===== src/rtl/button_conditioner.sv =====
// Per-button synchronizer and debounce FSM for the three player buttons.
// Produces a clean level plus one-cycle press, release and long-hold pulses.
module button_conditioner #(
    parameter int DEBOUNCE_CYCLES = 4,
    parameter int HOLD_CYCLES     = 64
) (
    input  logic       clk,
    input  logic       rst,
    input  logic       red_button,
    input  logic       blue_button,
    input  logic       yellow_button,
    output logic [2:0] btn_level,
    output logic [2:0] btn_press,
    output logic [2:0] btn_release,
    output logic [2:0] btn_hold,
    output logic       any_press
);

    localparam int DW = $clog2(DEBOUNCE_CYCLES) + 1;
    localparam int HW = $clog2(HOLD_CYCLES) + 1;

    localparam logic [DW-1:0] DCNT_ONE  = DW'(1);
    localparam logic [DW-1:0] DCNT_LAST = DW'(DEBOUNCE_CYCLES - 1);
    localparam logic [HW-1:0] HCNT_MAX  = HW'(HOLD_CYCLES);
    localparam logic [HW-1:0] HCNT_FIRE = HW'(HOLD_CYCLES - 2);

    // Bit 1 of the state is the debounced level: set in HELD and RELEASE_WAIT.
    localparam logic [1:0] ST_IDLE         = 2'b00;
    localparam logic [1:0] ST_PRESS_WAIT   = 2'b01;
    localparam logic [1:0] ST_HELD         = 2'b10;
    localparam logic [1:0] ST_RELEASE_WAIT = 2'b11;

    logic [2:0] w_raw;
    logic [2:0] r_sync1;
    logic [2:0] r_sync2;
    logic [2:0] w_press_nxt;
    logic       r_any_press;

    assign w_raw = {yellow_button, blue_button, red_button};

    // NOTE: sequential state uses non-blocking (<=) so every flop samples pre-edge values.
    always_ff @(posedge clk) begin
        if (rst) begin
            r_sync1 <= '0;
            r_sync2 <= '0;
        end else begin
            r_sync1 <= w_raw;
            r_sync2 <= r_sync1;
        end
    end

    for (genvar g = 0; g < 3; g++) begin : g_btn
        logic [1:0]    r_state;
        logic [1:0]    w_state_nxt;
        logic [DW-1:0] r_dcnt;
        logic [DW-1:0] w_dcnt_nxt;
        logic [HW-1:0] r_hcnt;
        logic [HW-1:0] w_hcnt_nxt;
        logic          r_press;
        logic          r_release;
        logic          r_hold;
        logic          w_press_b;
        logic          w_release_b;
        logic          w_hold_b;
        logic          w_s;

        assign w_s = r_sync2[g];

        always_comb begin
            // NOTE: every output of this block gets a default first, so no latch is inferred.
            w_state_nxt = r_state;
            w_dcnt_nxt  = r_dcnt;
            w_hcnt_nxt  = r_hcnt;
            w_press_b   = 1'b0;
            w_release_b = 1'b0;
            w_hold_b    = 1'b0;
            case (r_state)
                ST_IDLE: begin
                    if (w_s) begin
                        w_state_nxt = ST_PRESS_WAIT;
                        w_dcnt_nxt  = DCNT_ONE;
                    end
                end
                ST_PRESS_WAIT: begin
                    if (!w_s) begin
                        w_state_nxt = ST_IDLE;
                        w_dcnt_nxt  = '0;
                    end else if (r_dcnt == DCNT_LAST) begin
                        w_state_nxt = ST_HELD;
                        w_hcnt_nxt  = '0;
                        w_press_b   = 1'b1;
                    end else begin
                        w_dcnt_nxt = r_dcnt + DW'(1);
                    end
                end
                ST_HELD: begin
                    if (!w_s) begin
                        w_state_nxt = ST_RELEASE_WAIT;
                        w_dcnt_nxt  = DCNT_ONE;
                    end else if (r_hcnt != HCNT_MAX) begin
                        // Saturation guarantees hcnt passes HOLD_CYCLES-1 once per press.
                        w_hcnt_nxt = r_hcnt + HW'(1);
                        w_hold_b   = (r_hcnt == HCNT_FIRE);
                    end
                end
                default: begin
                    if (w_s) begin
                        w_state_nxt = ST_HELD;
                    end else if (r_dcnt == DCNT_LAST) begin
                        w_state_nxt = ST_IDLE;
                        w_release_b = 1'b1;
                    end else begin
                        w_dcnt_nxt = r_dcnt + DW'(1);
                    end
                end
            endcase
        end

        always_ff @(posedge clk) begin
            if (rst) begin
                r_state   <= ST_IDLE;
                r_dcnt    <= '0;
                r_hcnt    <= '0;
                r_press   <= 1'b0;
                r_release <= 1'b0;
                r_hold    <= 1'b0;
            end else begin
                r_state   <= w_state_nxt;
                r_dcnt    <= w_dcnt_nxt;
                r_hcnt    <= w_hcnt_nxt;
                r_press   <= w_press_b;
                r_release <= w_release_b;
                r_hold    <= w_hold_b;
            end
        end

        assign w_press_nxt[g] = w_press_b;
        assign btn_level[g]   = r_state[1];
        assign btn_press[g]   = r_press;
        assign btn_release[g] = r_release;
        assign btn_hold[g]    = r_hold;
    end

    always_ff @(posedge clk) begin
        if (rst) begin
            r_any_press <= 1'b0;
        end else begin
            r_any_press <= |w_press_nxt;
        end
    end

    assign any_press = r_any_press;

endmodule


===== config.mk =====
export PLATFORM = sky130hd
export DESIGN_NAME = button_conditioner
export DESIGN_NICKNAME = d
export VERILOG_FILES = /design/src/rtl/button_conditioner.sv
export SDC_FILE = /design/constraint.sdc
export NUM_CORES = 1
export LEC_CHECK = 0
export ABC_CLOCK_PERIOD_IN_PS = 4250
export BUFFER_PORTS_ARGS = -buffer_cell sky130_fd_sc_hd__buf_4
export CELL_PAD_IN_SITES_DETAIL_PLACEMENT = 1
export CELL_PAD_IN_SITES_GLOBAL_PLACEMENT = 1
export CORE_MARGIN = 4
export CORE_UTILIZATION = 50
export DETAILED_ROUTE_END_ITERATION = 8
export GPL_TIMING_DRIVEN = 0
export HOLD_SLACK_MARGIN = 0.03
export PLACE_DENSITY_LB_ADDON = 0.08
export SLEW_MARGIN = 15
export SYNTH_ARGS = -nofsm -noshare
export SYNTH_HDL_FRONTEND = slang
export SYNTH_SLANG_ARGS = --single-unit

===== constraint.sdc =====
create_clock -name clk -period 4.25 [get_ports clk]
set_input_delay 0 -clock clk [delete_from_list [all_inputs] [get_ports clk]]
set_output_delay 0 -clock clk [all_outputs]
set_load 0.05 [all_outputs]

# Word-level counts from Yosys, hierarchy flattened
# Cells that the tools add are included.
[classes]
n_eq_ne = 39
reduce_logical = 25
muxes = 63
bitwise = 9
add_sub_neg = 6
[ops]
columns = ["op", "count"]
rows = [
  ["$mux W7", 12],
  ["$mux W3", 15],
  ["$pmux W7 S2", 3],
  ["$mux W2", 18],
  ["$ne A2 B2 Y1 const B", 18],
  ["$pmux W3 S3", 3],
  ["$add A7 B1 Y7 const B", 3],
  ["$eq A7 B6 Y1 const B", 3],
  ["$ne A7 B7 Y1 const B", 3],
  ["$pmux W2 S3", 3],
  ["$reduce_and A5 Y1", 3],
  ["$reduce_or A5 Y1", 3],
  ["$reduce_and A4 Y1", 3],
  ["$reduce_bool A4 Y1", 3],
  ["$reduce_or A4 Y1", 3],
  ["$add A3 B1 Y3 const B", 3],
  ["$eq A3 B2 Y1 const B", 3],
  ["$mux W1", 9],
  ["$ne A3 B1 Y1 const B", 3],
  ["$ne A3 B3 Y1 const B", 3],
  ["$not A1 Y1", 9],
  ["$reduce_and A3 Y1", 3],
  ["$eq A2 B1 Y1 const B", 3],
  ["$eq A2 B2 Y1 const B", 3],
  ["other kinds (3)", 7],
]
[word_totals]
in_bits = 5
elab_cells = 163
reg_bits = 52
output_inout_bits = 13

# Depth between registers and ports, before layout
# Gate-level depths: netlist of run 1.
[depth]
word_depth = 5
ltp_mapped = 8
depth_no_buf = 7

# Worst setup path before layout of run 1
# No wires, ideal clock.
[synth_path]
kind = "register -> register"
from = "register g_btn[2].r_state[0]"
to = "register g_btn[2].r_hcnt[3]"
path_buffers = 1
path_slack_ns = 2.592
required_ns = 4.162
period_less_slack_ns = 1.658
arrival_time_ns = 1.570
stages_incl_launch_ff = 9
cell_sequence = "dfxtp_1 > inv_1 > ha_1 > buf_4 > and2b_1 > nand2_2 > o41a_4 > o21a_1 > o32ai_2"
[synth_via]
elab_chain_len = 3
word_cells_on_any_way = 9
cone_classes = "eq/ne (6); mux (1); reduce/logical (2)"
[synth_lines]
columns = ["item", "line_no", "text"]
rows = [
  ["start, declared", "53", "logic [1:0] r_state;"],
  ["start signal, assigned", "128", "r_state <= w_state_nxt;"],
  ["$eq A2 B1 Y1 / $eq A2 B2 Y1 (equally long branches)", "77", "case (r_state)"],
  ["$ne A2 B2 Y1 (no source line) / $reduce_bool A2 Y1 (equally long branches)", "n/a", ""],
  ["$reduce_and A5 Y1 (no source line)", "n/a", ""],
  ["end signal, assigned", "130", "r_hcnt <= w_hcnt_nxt;"],
  ["end, declared", "57", "logic [HW-1:0] r_hcnt;"],
]
# Several ways; a longest one is shown, not always the timed one.
# A chain may end at the register's enable or synchronous reset.

==> metrics.log, run 1 <==
[metrics] largest stage delay on the critical path: 470 ps
[metrics] Die Wd: 83.9 um
[metrics] number of cell rows: 27
[metrics] leakage power: 1.28 nW
[metrics] Max Cap Viol: 0
[metrics] antenna viol nets, final: 0
[metrics] Synth Area in Adders: 0.104
[metrics] average size of a mapped cell: 8.57 um^2
[metrics] Slew Viols, Final: 0
[metrics] number of enable-type register cells in the synthesized netlist: 0
[metrics] worst clock skew: 7.27 ps
[metrics] endpoint of the worst hold-timing path: g_btn[2].r_press
[metrics] global placer's final weighted congestion: 0.826
[metrics] clock edge transition at the registers on the reported setup and hold paths: 90 ps
[metrics] root cell of the clock tree: sky130_fd_sc_hd__clkbuf_8
[metrics] number of buffers created by CTS: 5
[metrics] fraction of synthesized area in multiplexers: 0.0174
[metrics] Tightest Pin Transition: 695 ps
[metrics] fraction of registers with async set or reset after synthesis: 0
[metrics] R2R Path End: g_btn[0].r_hcnt[5]
[metrics] number of sinks driven by the clock tree: 52
[metrics] die height: 83.9 um
[metrics] starting DRC count in detailed routing: 80
[metrics] crit path cell chain: ha_1 > buf_2 > nand2_1 > o22ai_2 > and2_1 > nand2_1 > o41ai_2
[metrics] Area growth, synth to finish: 11.5%
[metrics] Placeable Area: 5540 um^2
[metrics] clock tree from TritonCTS: done
[metrics] reg2reg setup slack: 2370 ps
[metrics] # diodes: 0
[metrics] H-tree depth: 2
[metrics] part of the Yosys area used for sequential elements: 0.361
[metrics] die area: 7040 um^2
[metrics] simple-gate share of the synthesized area: 0.234
[metrics] largest family of logic cells by synthesized area: simple AND/OR/NAND/NOR gates
[metrics] Critical Path AT: 2100 ps
[metrics] launch point of the worst hold path: rst
[metrics] total power draw: 0.882 mW
[metrics] NumNets Final: 391
[metrics] summed negative setup slack over all endpoints: 0 ps
[metrics] DR DRC count: 0
[metrics] clk buf depth: 2
[metrics] number of iterations in the first detailed-routing pass: 4
[metrics] antenna violations before repair: 0
[metrics] # IOs: 18
[metrics] flip-flop cell with the highest count after synthesis: sky130_fd_sc_hd__dfxtp_1
[metrics] dpl cells: 424
[metrics] Worst setup SP type: flop
[metrics] Worst EP required: 4470 ps
[metrics] largest net degree at the start of global routing: 15
[metrics] Worst VDD drop: 0.158 mV
[metrics] Yosys warning total: 0
[metrics] HPWL after DPL: 5.11 mm
[metrics] worst-case reg-to-reg path depth: 7
[metrics] first-pass GRT wire length: 11.7 mm
[metrics] worst-path cell with the longest stage delay: sky130_fd_sc_hd__dfxtp_1
[metrics] depth of the worst hold-timing path: 2
[metrics] syn nets: 365
[metrics] cell seen most often among critical-path stages: sky130_fd_sc_hd__nand2_1
[metrics] class of the most critical setup path: flop to flop
[metrics] final hold viol count: 0
[metrics] outcome: complete, no violations
[metrics] instance count of the mapped netlist: 336
[metrics] worst hold margin: 49.2 ps
[metrics] GRT Residual Overflow: 0
[metrics] area share of xor/xnor cells in the synthesized design: 0
[metrics] crit end category: flop
[metrics] unique cell type count in the Yosys netlist: 55
[metrics] final count of negative-setup-slack endpoints: 0
[metrics] unrepaired setup endpoints after global routing: no
[metrics] total routing usage reported by global routing: 0.202
[metrics] via count of the first global-routing pass: 2445
[metrics] Via density: 5.74
[metrics] final cell count without fillers: 435
[metrics] share of layout cells above drive strength 1: 0.154
[metrics] fraction of the cycle the final worst path needs: 0.443
[metrics] count of state elements after synthesis: 52
[metrics] crit path time final: 1880 ps
[metrics] post-CTS setup buffer count: 0
[metrics] Initial Util: 0.520
[metrics] insertion delay of the later-clocked pin in the worst-skew pair: 310 ps
[metrics] total length of routed wires: 6.88 mm
[metrics] maximum operating frequency: 0.531 GHz
[metrics] Final Core Density: 0.579
[metrics] Hold/Removal Path Class: input pin to flop
[metrics] Critical Path Fanout Max: 10
[metrics] number of cells upsized or downsized after cts: 0
[metrics] input/output buffers: 16
[metrics] wire per inst: 15.8 um
[metrics] Pwr Density: 275 nW/um^2
[metrics] Via Count: 2499
[metrics] compound-cell area share of the yosys netlist: 0.202
[metrics] relative slew slack: 0.537
[metrics] Post-Synthesis Cell Area: 2880 um^2
[how the worst max path moves through the flow]
stage	endpoint	startpoint	slack, ps
after CTS	g_btn[0].r_hcnt[5]	flop	2340
after global routing	g_btn[0].r_hcnt[5]	flop	2170
after detailed placement	g_btn[0].r_hcnt[5]	flop	2360
after global placement	g_btn[0].r_hcnt[5]	flop	2380
final	g_btn[0].r_hcnt[5]	flop	2370
after floorplan	g_btn[2].r_hcnt[3]	g_btn[2].r_state[0]	2590
[Yosys cell counts, types with 5 or more instances]
master / number / share of area
sky130_fd_sc_hd__nor2b_1: 9 / 0.020
sky130_fd_sc_hd__nand3_1: 15 / 0.026
sky130_fd_sc_hd__o21ai_0: 13 / 0.023
sky130_fd_sc_hd__buf_4: 13 / 0.034
sky130_fd_sc_hd__nand2_1: 25 / 0.033
sky130_fd_sc_hd__dfxtp_1: 52 / 0.36
sky130_fd_sc_hd__nor2_1: 27 / 0.035
sky130_fd_sc_hd__a21oi_1: 20 / 0.035
sky130_fd_sc_hd__inv_1: 23 / 0.030
sky130_fd_sc_hd__nand4_1: 8 / 0.017
sky130_fd_sc_hd__buf_2: 6 / 0.010
sky130_fd_sc_hd__and3_1: 5 / 0.011
sky130_fd_sc_hd__nor3_1: 14 / 0.024
sky130_fd_sc_hd__ha_1: 24 / 0.10
sky130_fd_sc_hd__a31oi_1: 5 / 0.011
sky130_fd_sc_hd__mux2i_1: 5 / 0.017
[critical path: cells and delay by family (launching register included)]
family	cells	cell delay, ps
flip-flops	1	470
AND/OR/NAND/NOR	3	450
AO/OA/AOI/OAI	2	430
adder cells (fa/ha/maj)	1	220
buffers and inverters	1	220
[final cells by class]
cell class | count | area, um^2
multi-input combinational | 237 | 1610
sequential | 52 | 1040
timing repair buffer | 19 | 150
tap | 72 | 90.1
buffer | 24 | 146
clock buffer | 8 | 90.1
fill | 680 | 2330
inverter | 23 | 86.3
[flip-flops by register name (all words and copies together), names as in the netlist, named ones only]
name             count
g_btn.r_hcnt        21
g_btn.r_dcnt         9
g_btn.r_hold         3
g_btn.r_press        3
g_btn.r_release      3
g_btn.r_state        3
r_sync1              3
r_sync2              3
any_press            1
[kinds of logic (layout without fill, tap and decap cells)]
family | Yosys count | in the layout
simple gates | 129 | 129
compound gates | 79 | 79
flops | 52 | 52
buf+inv | 47 | 74
fa+ha+maj | 24 | 24
mux | 5 | 5
[cell usage in the layout, fill, tap and decap left out, types with 6 or more instances in the layout]
cell type                   n
sky130_fd_sc_hd__dfxtp_1   52
sky130_fd_sc_hd__buf_4     29
sky130_fd_sc_hd__nor2_1    27
sky130_fd_sc_hd__nand2_1   25
sky130_fd_sc_hd__ha_1      24
sky130_fd_sc_hd__inv_1     23
sky130_fd_sc_hd__a21oi_1   20
sky130_fd_sc_hd__nand3_1   15
sky130_fd_sc_hd__nor3_1    14
sky130_fd_sc_hd__o21ai_0   13
sky130_fd_sc_hd__nor2b_1    9
sky130_fd_sc_hd__nand4_1    8
sky130_fd_sc_hd__buf_2      6
sky130_fd_sc_hd__clkbuf_8   6
[per-layer routing]
layer | routed length (um) | track usage | vias up
met4 | 83 | 0.0570 | 0
met5 | 0 | 0 | -
li1 | - | - | 1253
met1 | 3230 | 0.258 | 1207
met2 | 3380 | 0.349 | 32
met3 | 186 | 0.0355 | 7
[power by group]
part / total [mW] / switching, mW / internal [mW] / leakage [nW]
logic: 0.0835 / 0.0519 / 0.0315 / 0.810
registers: 0.503 / 0.00711 / 0.496 / 0.421
clock network: 0.296 / 0.163 / 0.133 / 0.0455
total: 0.882 / 0.222 / 0.661 / 1.28
[timing repair]
item	in CTS	in global routing
hold endpoints to repair	3	0
hold buffers	3	0
endpoints found under the setup margin	0	0
[per-stage QoR]
step | instance area [um^2] | setup slack (ps)
after floorplan | 2880 | 2590
after global placement | 3090 | 2380
after detailed placement | 3090 | 2360
after CTS | 3210 | 2340
after global routing | 3210 | 2170
final | 3210 | 2370
Power figures use the tool's default switching activity.
==> run 2, diff against run 1 <==
- ABC_AREA: not set -> 1
- ABC_CLOCK_PERIOD_IN_PS: 4250 -> 1600
- CORE_UTILIZATION: 50 -> 40
- clock period: 4.25 -> 1.6 ns (I/O delays scaled with it)
==> metrics.log, run 2 <==
[metrics] launch point of the worst hold path: rst
[metrics] cell area after layout: 3660 um^2 (+14%)
[metrics] proportion of power drawn by combinational gates: 0.066 (-0.029)
[metrics] die area: 9270 um^2 (+32%)
[metrics] Slew Viols, Final: 0 (unchanged)
[metrics] clock tree from TritonCTS: done
[metrics] antenna violations before repair: 0 (unchanged)
[metrics] # diodes: 0 (unchanged)
[metrics] Crit. Startpoint: g_btn[0].r_dcnt[0]
[metrics] worst clock skew: 4.93 ps (-2.34 ps)
[metrics] number of iterations in the first detailed-routing pass: 4 (unchanged)
[metrics] register with the most flip-flops: g_btn.r_hcnt
[metrics] placed inst area: 3360 um^2 (+8.8%)
[metrics] clock edge transition at the registers on the reported setup and hold paths: 100 ps (about the same)
[metrics] cell-internal power: 1.92 mW (+190%)
[metrics] global placer's final weighted congestion: 0.770 (-6.9%)
[metrics] H-tree depth: 2 (unchanged)
[metrics] total routing usage reported by global routing: 0.176 (-0.0267)
[metrics] switching pwr: 0.560 mW (+150%)
[metrics] insertion delay of the later-clocked pin in the worst-skew pair: 300 ps (about the same)
[metrics] die height: 96.3 um (+15%)
[metrics] Worst EP required: 1810 ps (-2660 ps)
[metrics] number of sinks driven by the clock tree: 52 (unchanged)
[metrics] Worst VDD drop: 0.458 mV (+190%)
[metrics] Tightest Pin Transition: 510 ps (-185 ps)
[metrics] total power draw: 2.48 mW (+180%)
[metrics] relative contribution of sequential cells to total power: 0.534 (-0.036)
[metrics] class of the most critical setup path: flop to flop
[metrics] GRT Residual Overflow: 0 (unchanged)
[metrics] most numerous cell in the Yosys netlist: sky130_fd_sc_hd__nand2_1
[metrics] fraction of the cycle the final worst path needs: 0.950 (+0.507)
[metrics] HPWL after DPL: 5.64 mm (+10%)
[metrics] part of the total power dissipated in the clock network: 0.400 (+0.065)
[metrics] outcome: complete, no violations
[metrics] number of enable-type register cells in the synthesized netlist: 0 (unchanged)
[metrics] number of buffers created by CTS: 5 (unchanged)
[metrics] input/output buffers: 16 (unchanged)
[metrics] share of layout cells above drive strength 1: 0.221 (+0.0663)
[metrics] antenna viol nets, final: 0 (unchanged)
[metrics] relative slew slack: 0.660 (+0.123)
[metrics] crit path time final: 1520 ps (-363 ps)
[metrics] wire per inst: 13.1 um (-17%)
[metrics] worst-case reg-to-reg path depth: 8 (+1)
[metrics] Initial Util: 0.421 (-0.0988)
[metrics] Pwr Density: 678 nW/um^2 (+150%)
[metrics] NumNets Final: 504 (+29%)
[metrics] final count of negative-setup-slack endpoints: 0 (unchanged)
[metrics] area share of the largest cell type after synthesis: 0.334 (-0.0277)
[metrics] final hold viol count: 0 (unchanged)
[metrics] start of the worst register-to-register path: g_btn[0].r_dcnt[0]
[metrics] via count of the first global-routing pass: 2837 (+16%)
[metrics] flip-flop cell with the highest count after synthesis: sky130_fd_sc_hd__dfxtp_1
[metrics] Yosys warning total: 0 (unchanged)
[metrics] Post-Synthesis Cell Area: 3120 um^2 (+8.3%)
[metrics] clk buf depth: 2 (unchanged)
[metrics] maximum operating frequency: 0.658 GHz (+24%)
[metrics] most common cell after layout, fill and taps aside: sky130_fd_sc_hd__nand2_1
[metrics] largest net degree at the start of global routing: 16 (+1)
[metrics] Area growth, synth to finish: 17.2%
[metrics] cell type with the largest total area after synthesis: sky130_fd_sc_hd__dfxtp_1
[metrics] DR DRC count: 0 (unchanged)
[metrics] depth of the worst hold-timing path: 2 (unchanged)
[metrics] Placeable Area: 7410 um^2 (+34%)
[metrics] Top Registers: g_btn.r_hcnt x21, g_btn.r_dcnt x9
[metrics] worst slack, placed: -116 ps (-2470 ps)
[metrics] most used cells in the layout excluding fill and tap cells: sky130_fd_sc_hd__nand2_1 (91), sky130_fd_sc_hd__nor2_1 (56), sky130_fd_sc_hd__inv_1 (54), sky130_fd_sc_hd__dfxtp_1 (44), sky130_fd_sc_hd__buf_4 (36)
[metrics] Via Count: 2808 (+12%)
[metrics] Layout fillers: 975 (+43%)
[metrics] main area contributors after synthesis: sky130_fd_sc_hd__dfxtp_1 (33%), sky130_fd_sc_hd__nand2_1 (11%), sky130_fd_sc_hd__ha_1 (9.6%)
[metrics] total length of routed wires: 7.54 mm (+9.6%)
[metrics] count of state elements after synthesis: 52 (unchanged)
[metrics] unrepaired setup endpoints after global routing: yes
[metrics] Final Core Density: 0.493 (-0.0860)
[metrics] Critical Path Fanout Max: 5 (-5)
[metrics] fraction of registers with async set or reset after synthesis: 0 (unchanged)
[metrics] Die Wd: 96.3 um (+15%)
[metrics] final setup slack of the worst path: 80.8 ps (-2290 ps)
[metrics] Critical Path AT: 1720 ps (-380 ps)
[metrics] unique cell type count in the Yosys netlist: 34 (-38%)
[metrics] part of the Yosys area used for sequential elements: 0.334 (-0.0277)
[metrics] average size of a mapped cell: 7.04 um^2 (-18%)
[metrics] Largest register FFs: 21 (unchanged)
[metrics] number of cell rows: 31 (+15%)
[metrics] Worst setup SP type: flop
[metrics] Hold/Removal Path Class: input pin to flop
[metrics] root cell of the clock tree: sky130_fd_sc_hd__clkbuf_8
[metrics] Max Cap Viol: 0 (unchanged)
[metrics] leakage power: 1.49 nW (+17%)
[metrics] syn nets: 472 (+29%)
[metrics] first-pass GRT wire length: 13.0 mm (+11%)
[metrics] # IOs: 18 (unchanged)
[metrics] instance count of the mapped netlist: 443 (+32%)
[metrics] starting DRC count in detailed routing: 110 (+38%)
[metrics] commonest cells in the synthesized netlist: sky130_fd_sc_hd__nand2_1 (92), sky130_fd_sc_hd__nor2_1 (58), sky130_fd_sc_hd__inv_1 (56)
[metrics] Sw Share: 0.226 (-0.0252)
[metrics] crit end category: flop
[metrics] Via density: 4.88 (-15%)
run 2: cell count changes after synthesis, moves of 7 or more:
cell and delta:
sky130_fd_sc_hd__nand2_1 +67, sky130_fd_sc_hd__inv_1 +33, sky130_fd_sc_hd__nor2_1 +31, sky130_fd_sc_hd__nor2b_1 -9, sky130_fd_sc_hd__nor3_1 -8, sky130_fd_sc_hd__inv_2 +7, sky130_fd_sc_hd__nand2_2 +7, sky130_fd_sc_hd__nand3_1 +7
sky130_fd_sc_hd__nand3_2 +7
run 2: routing by layer:
layer / wire length, um / global-route usage
met1: 3500 / 0.222
met3: 112 / 0.0258
met5: 0 / 0
met4: 30 / 0.0245
met2: 3900 / 0.322
run 2: repair_timing:
item,CTS,global route
endpoints found under the setup margin,17,32
setup buffers,0,5
pin swaps,0,3
endpoints found under the hold margin,3,0
cloned,0,1
hold buffers,3,0
gates resized for setup,6,29
run 2: logic make-up (layout without fill, tap and decap cells):
| logic type | after synthesis | after routing | synth area share |
|---|---|---|---|
| AOI/OAI and AO/OA | 59 | 59 | 0.114 |
| xor gates and xnor gates | 6 | 6 | 0.0168 |
| adders and majority gates | 24 | 24 | 0.0963 |
| buffers and inverters | 85 | 118 | 0.124 |
| DFF | 52 | 52 | 0.334 |
| and+or+nand+nor | 217 | 217 | 0.315 |
run 2: final timing paths:
kind	endpoint	slack [ps]
setup / recovery	g_btn[0].r_hcnt[3]	80
hold reg to reg	r_sync2[0]	410
hold / removal	g_btn[2].r_press	60
setup reg to reg	g_btn[0].r_hcnt[3]	80
run 2: cell type report:
cell class                      instances  area, um^2  share of cell area
Multi-Input combinational cell        306        1750               0.479
Sequential cell                        52        1060               0.290
Inverter                               63         241              0.0661
Timing Repair Buffer                   25         195              0.0534
Buffer                                 22         155              0.0424
Tap cell                               99         124              0.0339
Clock buffer                            7        96.3              0.0264
Clock inverter                          1        30.0             0.00821
run 2: through the flow:
step / setup TNS [ps] / hold WS, ps / std cells
after floorplan: 0 / 107 / 443
after global placement: -59.8 / 203 / 558
after detailed placement: -694 / 217 / 558
after CTS: 0 / 74.3 / 569
after global routing: -48.8 / 69.8 / 575
final: 0 / 57.6 / 575
run 2: power groups by stage:
stage | registers (mW) | clock network [mW] | logic [mW]
4_1_cts | 1.33 | 1.04 | 0.163
5_1_grt | 1.33 | 1.10 | 0.190
6_report | 1.32 | 0.993 | 0.164
3_5_place_dp | 1.36 | 0 | 0.157
2_1_floorplan | 1.35 | 0 | 0.113
3_3_place_gp | 1.36 | 0 | 0.150
run 2: critical path: stages, from the launching register on:
cell and delay [ps]:
sky130_fd_sc_hd__dfxtp_1 420, sky130_fd_sc_hd__ha_2 250, sky130_fd_sc_hd__nand4_1 180, sky130_fd_sc_hd__o21ai_4 130, sky130_fd_sc_hd__nand3_2 160, sky130_fd_sc_hd__nand2_2 130, sky130_fd_sc_hd__nand2_1 60, sky130_fd_sc_hd__nand2_1 60
sky130_fd_sc_hd__inv_1 40
